### config.mk
export PLATFORM = sky130hd
export DESIGN_NAME = psq_guard_array
export DESIGN_NICKNAME = d
export VERILOG_FILES = /design/src/rtl/psq_guard_array.sv
export SDC_FILE = /design/constraint.sdc
export NUM_CORES = 1
export LEC_CHECK = 0
export CELL_PAD_IN_SITES_DETAIL_PLACEMENT = 1
export CELL_PAD_IN_SITES_GLOBAL_PLACEMENT = 2
export CORE_MARGIN = 2
export CORE_UTILIZATION = 27
export DETAILED_ROUTE_END_ITERATION = 12
export PLACE_DENSITY = 0.92
export SYNTH_ARGS = -nofsm -noshare
export SYNTH_HDL_FRONTEND = slang
export SYNTH_SLANG_ARGS = --single-unit
### constraint.sdc
create_clock -name clk -period 5.61 [get_ports clk]
set_input_delay 0.8415 -clock clk [delete_from_list [all_inputs] [get_ports clk]]
set_output_delay 0.8415 -clock clk [all_outputs]
set_load 0.01 [all_outputs]
### src/rtl/psq_guard_array.sv
// Multi-channel plasma-protection interlock: per-channel limit compare with
// persistence filtering, latched kill with minimum hold, and an operator clear handshake.
module psq_guard_array #(
    parameter int unsigned NCH      = 4,
    parameter int unsigned W        = 16,
    parameter int unsigned PERSIST  = 3,
    parameter int unsigned HOLD_MIN = 16
) (
    input  logic             clk,
    input  logic             rst,
    input  logic             sample_valid,
    input  logic [NCH*W-1:0] meas,
    input  logic [NCH*W-1:0] limit_hi,
    input  logic [NCH*W-1:0] limit_lo,
    input  logic [NCH-1:0]   ch_enable,
    input  logic             clear_req,
    output logic             kill_pulse,
    output logic [1:0]       status,
    output logic [NCH-1:0]   trip_mask,
    output logic [3:0]       first_trip,
    output logic             clear_ack
);

    localparam int unsigned CW    = 8;
    localparam int unsigned HW    = 16;
    localparam logic [CW-1:0] P_MAX  = CW'(PERSIST);
    localparam logic [CW-1:0] P_M1   = CW'(PERSIST - 1);
    localparam logic [HW-1:0] HOLD_C = HW'(HOLD_MIN);
    localparam bit            P_ONE  = (PERSIST == 1);

    typedef enum logic [1:0] {
        S_OK      = 2'b00,
        S_WARN    = 2'b01,
        S_TRIP    = 2'b11,
        S_RECOVER = 2'b10
    } state_t;

    state_t          state;
    logic [CW-1:0]   cnt     [NCH];
    logic [CW-1:0]   cnt_nxt [NCH];
    logic [HW-1:0]   hold;
    logic [NCH-1:0]  viol;
    logic [NCH-1:0]  hit;
    logic            any_hit;
    logic            cnt_zero;
    logic            cnt_nxt_zero;
    logic [3:0]      hit_idx;

    assign status  = state;
    assign any_hit = |hit;

    // Limit compare, persistence counter next-state, and hit detection per channel
    always_comb begin
        viol         = '0;
        hit          = '0;
        cnt_zero     = 1'b1;
        cnt_nxt_zero = 1'b1;
        hit_idx      = '0;
        for (int i = 0; i < int'(NCH); i++) begin
            cnt_nxt[i] = cnt[i];
            viol[i] = ch_enable[i] &&
                      ((meas[i*W +: W] > limit_hi[i*W +: W]) ||
                       (meas[i*W +: W] < limit_lo[i*W +: W]));
            hit[i]  = sample_valid && viol[i] && (P_ONE || (cnt[i] == P_M1));
            if (!ch_enable[i]) begin
                cnt_nxt[i] = '0;
            end else if (sample_valid) begin
                if (viol[i]) begin
                    cnt_nxt[i] = (cnt[i] >= P_MAX) ? P_MAX : cnt[i] + CW'(1);
                end else begin
                    cnt_nxt[i] = '0;
                end
            end
            if (cnt[i] != '0) begin
                cnt_zero = 1'b0;
            end
            if (cnt_nxt[i] != '0) begin
                cnt_nxt_zero = 1'b0;
            end
        end
        // Scan downward so the lowest set index wins
        for (int i = int'(NCH) - 1; i >= 0; i--) begin
            if (hit[i]) begin
                hit_idx = 4'(i);
            end
        end
    end

    // Interlock state machine with latched kill and sticky trip record
    always_ff @(posedge clk) begin
        if (rst) begin
            state      <= S_OK;
            kill_pulse <= 1'b0;
            trip_mask  <= '0;
            first_trip <= '0;
            clear_ack  <= 1'b0;
            hold       <= '0;
            for (int i = 0; i < int'(NCH); i++) begin
                cnt[i] <= '0;
            end
        end else begin
            clear_ack <= 1'b0;
            for (int i = 0; i < int'(NCH); i++) begin
                cnt[i] <= cnt_nxt[i];
            end
            if (any_hit) begin
                // A hit always wins, including over a simultaneous clear
                state      <= S_TRIP;
                kill_pulse <= 1'b1;
                trip_mask  <= trip_mask | hit;
                hold       <= HOLD_C;
                if (trip_mask == '0) begin
                    first_trip <= hit_idx;
                end
            end else begin
                case (state)
                    S_OK: begin
                        if (!cnt_nxt_zero) begin
                            state <= S_WARN;
                        end
                    end
                    S_WARN: begin
                        if (cnt_nxt_zero) begin
                            state <= S_OK;
                        end
                    end
                    S_TRIP: begin
                        if (hold < HW'(2)) begin
                            state <= S_RECOVER;
                            hold  <= '0;
                        end else begin
                            hold <= hold - HW'(1);
                        end
                    end
                    S_RECOVER: begin
                        // Release only once every channel is quiet, now and after this sample
                        if (clear_req && cnt_zero && cnt_nxt_zero) begin
                            state      <= S_OK;
                            kill_pulse <= 1'b0;
                            trip_mask  <= '0;
                            first_trip <= '0;
                            clear_ack  <= 1'b1;
                        end
                    end
                    default: state <= S_OK;
                endcase
            end
        end
    end

endmodule

* Yosys cells after proc, flatten, opt, wreduce, memory -nomap -nowiden *
Memories as Yosys holds them, arrays and structs flattened.
Cells that the tools add are included.

word-level totals
  latch bits = 0
  bits in registers = 28
  bits of input ports = 200
  memories kept = 1
  bits in read-only memories = 0
  output and inout port bits = 12
  RAM bits = 32
  logic and storage cells = 134

memories
  name  depth  bits a word  rd ports  clocked after memory_dff  write ports  RTL line  RTL
  cnt   4      8            4         0                         4            39        logic [CW-1:0] cnt [NCH];

cells by class
  equality and inequality tests = 12
  $add $sub $neg = 5
  shifts and indexed selects = 0
  divide/modulo/power cells = 0
  mux-type cells = 53
  $mul = 0
  bitwise logic cells = 6
  reduce and logical (&&, ||, !) cells = 37
  order comparisons = 13

operator list
  operator                                                      count
  2-to-1 mux 8 bit                                              20
  > comparator 16 bit                                           4
  less-than comparator 16 bit                                   4
  nonzero test 8 bit                                            8
  adder 8 x 1 -> 8 bit (second input constant)                  4
  equality test 8 x 2 -> 1 bit (second input constant)          4
  >= comparator 8 x 2 -> 1 bit (second input constant)          4
  2-to-1 mux 4 bit                                              8
  less-than comparator 16 x 2 -> 1 bit (second input constant)  1
  2-to-1 mux 16 bit                                             1
  subtractor 16 x 1 -> 16 bit (second input constant)           1
  2-to-1 mux 1 bit                                              15
  logical AND 1 bit                                             14
  2-to-1 mux 2 bit                                              6
  != test 3 bit (second input constant)                         4
  2-to-1 mux 5 bit                                              2
  case mux 2 bit (4 select lines)                               1
  nonzero test 2 bit                                            3
  OR reduction 6 bit                                            1
  OR reduction 5 bit                                            1
  equality test 2 bit (second input constant)                   2
  zero test 4 bit                                               1
  logical OR 1 bit                                              4
  OR 1 bit                                                      4
  other kinds (9)                                               9

* Longest topological paths before layout *
  depth after elaboration = 15
  gate-level depth with buffers = 11
  depth with buffers taken out = 10

* Worst setup path before layout *
Ideal clock, no wire load.

  kind = input to register
  from = input port limit_hi[30]
  to = register trip_mask[0]
  data arrival time = 3.192 ns
  library setup time = 0.133 ns
  stages = 10
  data required time = 5.477 ns
  path slack = 2.285 ns
  buffers on the path = 0
  cell sequence = inv_1 ha_1 nand4_1 nor2_1 a221o_1 a211o_1 a22o_1 a2111o_1 nor4_4 nor3_1

on the way
  cells in the longest elaborated chain, start to end = 13
  elaborated cells on any way between the ends = 18

RTL lines
  element                         RTL line  RTL
  from (decl)                     13        input logic [NCH*W-1:0] limit_hi,
  > comparator 16 bit (*)         62        ((meas[i*W +: W] > limit_hi[i*W +: W]) ||
  logical OR 1 bit (*)            62
  logical AND 1 bit (*)           61        viol[i] = ch_enable[i] &&
  2-to-1 mux 8 bit                68        if (viol[i]) begin
  2-to-1 mux 8 bit                67        end else if (sample_valid) begin
  2-to-1 mux 8 bit                65        if (!ch_enable[i]) begin
  nonzero test 8 bit              77        if (cnt_nxt[i] != '0) begin
  2-to-1 mux 1 bit (3 in series)  77
  logical AND 1 bit               137       if (clear_req && cnt_zero && cnt_nxt_zero) begin
  nonzero test 2 bit (no line)    n/a
  AND reduction 2 bit (no line)   n/a
  to (signal assigned)            110       trip_mask <= trip_mask | hit;
  to (decl)                       19        output logic [NCH-1:0] trip_mask,

Every way passes the cells marked *; elsewhere a longest branch is shown, timed or not.
A chain may end at the register's enable or synchronous reset.

* Worst setup path in the final report *
  from = input port limit_hi[14]
  to = register trip_mask[0]

on the way
  cells in the longest elaborated chain, start to end = 14
  elaborated cells on any way between the ends = 20

RTL lines
  element                         RTL line
  > comparator 16 bit (*)         62
  logical OR 1 bit (*)            62
  logical AND 1 bit (*)           61
  2-to-1 mux 8 bit                68
  2-to-1 mux 8 bit                67
  2-to-1 mux 8 bit                65
  nonzero test 8 bit              77
  2-to-1 mux 1 bit (4 in series)  77
  logical AND 1 bit               137
  nonzero test 2 bit (no line)    n/a
  AND reduction 2 bit (no line)   n/a

Marked as above.

==> flow_summary.json <==
{
  "io-pin-count": 212,
  "slew_viol_final": 0,
  "drt_wl_total_um": 18200,
  "route.detailed.vias_per_inst": 4.81,
  "clk-insertion-delay-late_ns": 0.33,
  "final_hold_viol_count": 0,
  "std_cell_rows": 53,
  "fp.dieW_um": 151,
  "power.density_cell_area_nw_per_um2": 168,
  "io_buffers": 209,
  "globalRouteTotalUtil_pct": 16.0,
  "ir_drop_uv": 123,
  "post_cts_resize_count": 0,
  "route.vias.total": 5997,
  "timing.rr.end": "trip_mask[0]",
  "syn_area_per_cell_um2": 7.70,
  "grt_setup_unrepaired": "false",
  "critical_path_class": "in2reg",
  "timing.final.setup_violations": 0,
  "outcome": "complete, no violations",
  "seq_area_frac_synth_pct": 19.9,
  "timing.setup.tns_ns": 0,
  "drc_errors": 0,
  "drt_first_pass_iters": 4,
  "cts_tree": "built",
  "critPathMaxFanout": 8,
  "fraction_of_layout_instances_using_a_drive_strength_above_1_pct": 2.06,
  "layout.cell_area.non_filler_um2": 8550,
  "globalplace.congestion": 0.800,
  "cp.required_ns": 5.80,
  "grt_max_degree": 24,
  "cts_root_buf": "clkbuf_16",
  "worst_slew_margin_rel_pct": 39.3,
  "final-seq-area_um2": 1160,
  "layout.filler_cells": 2522,
  "hold_start": "first_trip[1]",
  "syn_to_final_growth_pct": 46.6,
  "avgRoutedWirePerCell_um": 14.6,
  "actual_slew_at_the_worst_max_slew_pin_ns": 0.907,
  "start_kind": "primary input",
  "drt_iter0_drc": 95,
  "overflow": 0,
  "die_y_um": 151,
  "synthDistinctLibCells": 56,
  "path_clk_slew_ns": 0.05,
  "synthesis.instances": 757,
  "cts_made_buffers": 9,
  "final_cell_count_no_fill": 1247,
  "core_region_area_um2": 21100,
  "number_of_global_route_vias_before_repair": 6316,
  "worst_hold_path.num_cells": 2,
  "detailed_place_hpwl_um": 15900,
  "nNetsFinal": 1304,
  "area_of_the_multi_input_gates_um2": 4080,
  "layout.cells.most_common_list": "clkdlybuf4s50_1, inv_1, ha_1, dfxtp_1, a21oi_1",
  "global_route_wire_length_before_repair_um": 29400,
  "ff_to_ff_start": "cnt[0][2]",
  "yosys_register_bits": 58,
  "post-cts-setup-buffer-count": 0,
  "antenna_cells_inserted": 0,
  "p_total_w": 0.00143,
  "worst_ep_arrival_time_ns": 4.12,
  "hold-path-endpoint": "first_trip[1]",
  "antenna_found_initial": 0,
  "cts_buffer_depth": 2,
  "setup.reg_to_reg.worst_slack_ns": 2.69,
  "cap_violations": 0,
  "synth_enable_flop_cells": 0,
  "clock-skew-final_ns": 0.00711,
  "syn_area_um2": 5830,
  "post_dp_cell_area_um2": 8230,
  "r2r.worst_path.cells": 8,
  "detail-route-antenna-nets": 0,
  "async_reset_ff_share_pct": 0,
  "ys.warnings.count": 0,
  "min_period_over_period_pct": 70.0,
  "cellLeakagePower_nw": 4.15,
  "placed_cells": 1231,
  "fmaxAchievable_ghz": 0.255,
  "worstHoldPathType": "reg2reg",
  "critical_path.endpoint_type": "flop",
  "cts_hold_repair.buffers": 0,
  "ys_dominant_reg_cell": "dfxtp_1",
  "layout_commonest_cell": "clkdlybuf4s50_1",
  "clkSinkCount": 58,
  "period_needed_ns": 3.93,
  "cts-htree-levels": 3,
  "die_area_um2": 22800,
  "initial_core_utilization_pct": 27.6
}
[flip-flops by register name, summed over array words and instances (netlist names)]
name and count:
kill_pulse 1, clear_ack 1, status 2, first_trip 2, hold 16, cnt 32
trip_mask 4
[worst max path at each step]
stage	from	to	cells past startpoint
6_report	limit_hi[14]	trip_mask[0]	10
5_1_grt	limit_hi[11]	hold[7]	10
4_1_cts	limit_hi[14]	trip_mask[0]	10
3_5_place_dp	limit_hi[14]	trip_mask[0]	10
3_3_place_gp	limit_hi[14]	trip_mask[1]	10
2_1_floorplan	limit_hi[30]	trip_mask[0]	10
[area by class of cell]
type                            instances  area share, %
Timing Repair Buffer                  210           24.6
Clock inverter                          5          0.908
Multi-Input combinational cell        544           47.7
Sequential cell                        58           13.6
Tap cell                              275           4.03
Clock buffer                           11           2.84
Inverter                              144           6.33
[per-stage QoR]
stage                     hold slack, ns  setup WS (ns)  util, %
after floorplan                    0.442           2.29        -
after global placement             0.452           1.41     39.0
after detailed placement           0.468           1.31     39.0
after CTS                          0.476           1.66     40.5
after global routing               0.490           1.37     40.5
final                              0.474           1.68     40.5
[metal layers]
| layer | part of all wire (%) | track usage (%) | vias to the layer above |
|---|---|---|---|
| met1 | 44 | 18.6 | 2742 |
| met4 | 1.1 | 3.27 | 0 |
| li1 | - | - | 3091 |
| met3 | 6.8 | 3.43 | 12 |
| met5 | 0 | 0 | - |
| met2 | 48 | 29.9 | 152 |
[cell usage after synthesis (3+ instances only)]
cell,count,share of area (%)
a31oi_1,4,0.43
a2111o_1,4,0.77
a21oi_1,56,4.8
ha_1,137,29
o21ai_0,28,2.4
nand2b_1,10,1.1
nand2_1,49,3.2
nor4_1,20,2.1
nor2b_1,5,0.54
a21o_1,7,0.90
o31ai_1,3,0.39
clkbuf_1,10,0.64
a22oi_1,5,0.64
and4_1,3,0.45
dfxtp_1,58,20
nand4_1,23,2.5
nor3b_1,4,0.52
a211oi_1,5,0.64
and2_1,3,0.32
o211ai_1,6,0.77
nand3_1,24,2.1
and3_1,29,3.1
a211o_1,5,0.75
a221o_1,3,0.52
nor2_1,52,3.3
xor2_1,4,0.60
inv_1,144,9.3
nor3_1,13,1.1
xnor2_1,8,1.2
[critical path, stage by stage]
cell and delay (ns):
clkdlybuf4s50_1 0.45, inv_1 0.04, ha_1 0.30, nand4_1 0.18, nor4_1 0.61, nor2_1 0.10, a22o_1 0.37, a2111o_1 0.59
nor4_4 0.52, nor3_1 0.11
[cell families (layout without fill, tap and decap cells)]
group,after synthesis,count (layout),synth area share (%)
and+or+nand+nor,242,242,21.5
buffers and inverters,156,370,10.2
AOI/OAI and AO/OA,150,150,17.0
adders and majority gates,137,137,29.4
DFF,58,58,19.9
xor gates and xnor gates,12,12,1.80
other,1,2,0.0643
muxes,1,1,0.172
[where the power goes]
part	switching, W	internal [W]
clock network	0.000181	0.000398
registers	0.00000667	0.000418
logic	0.000192	0.000237
total	0.000380	0.00105
Power figures use the tool's default switching activity.
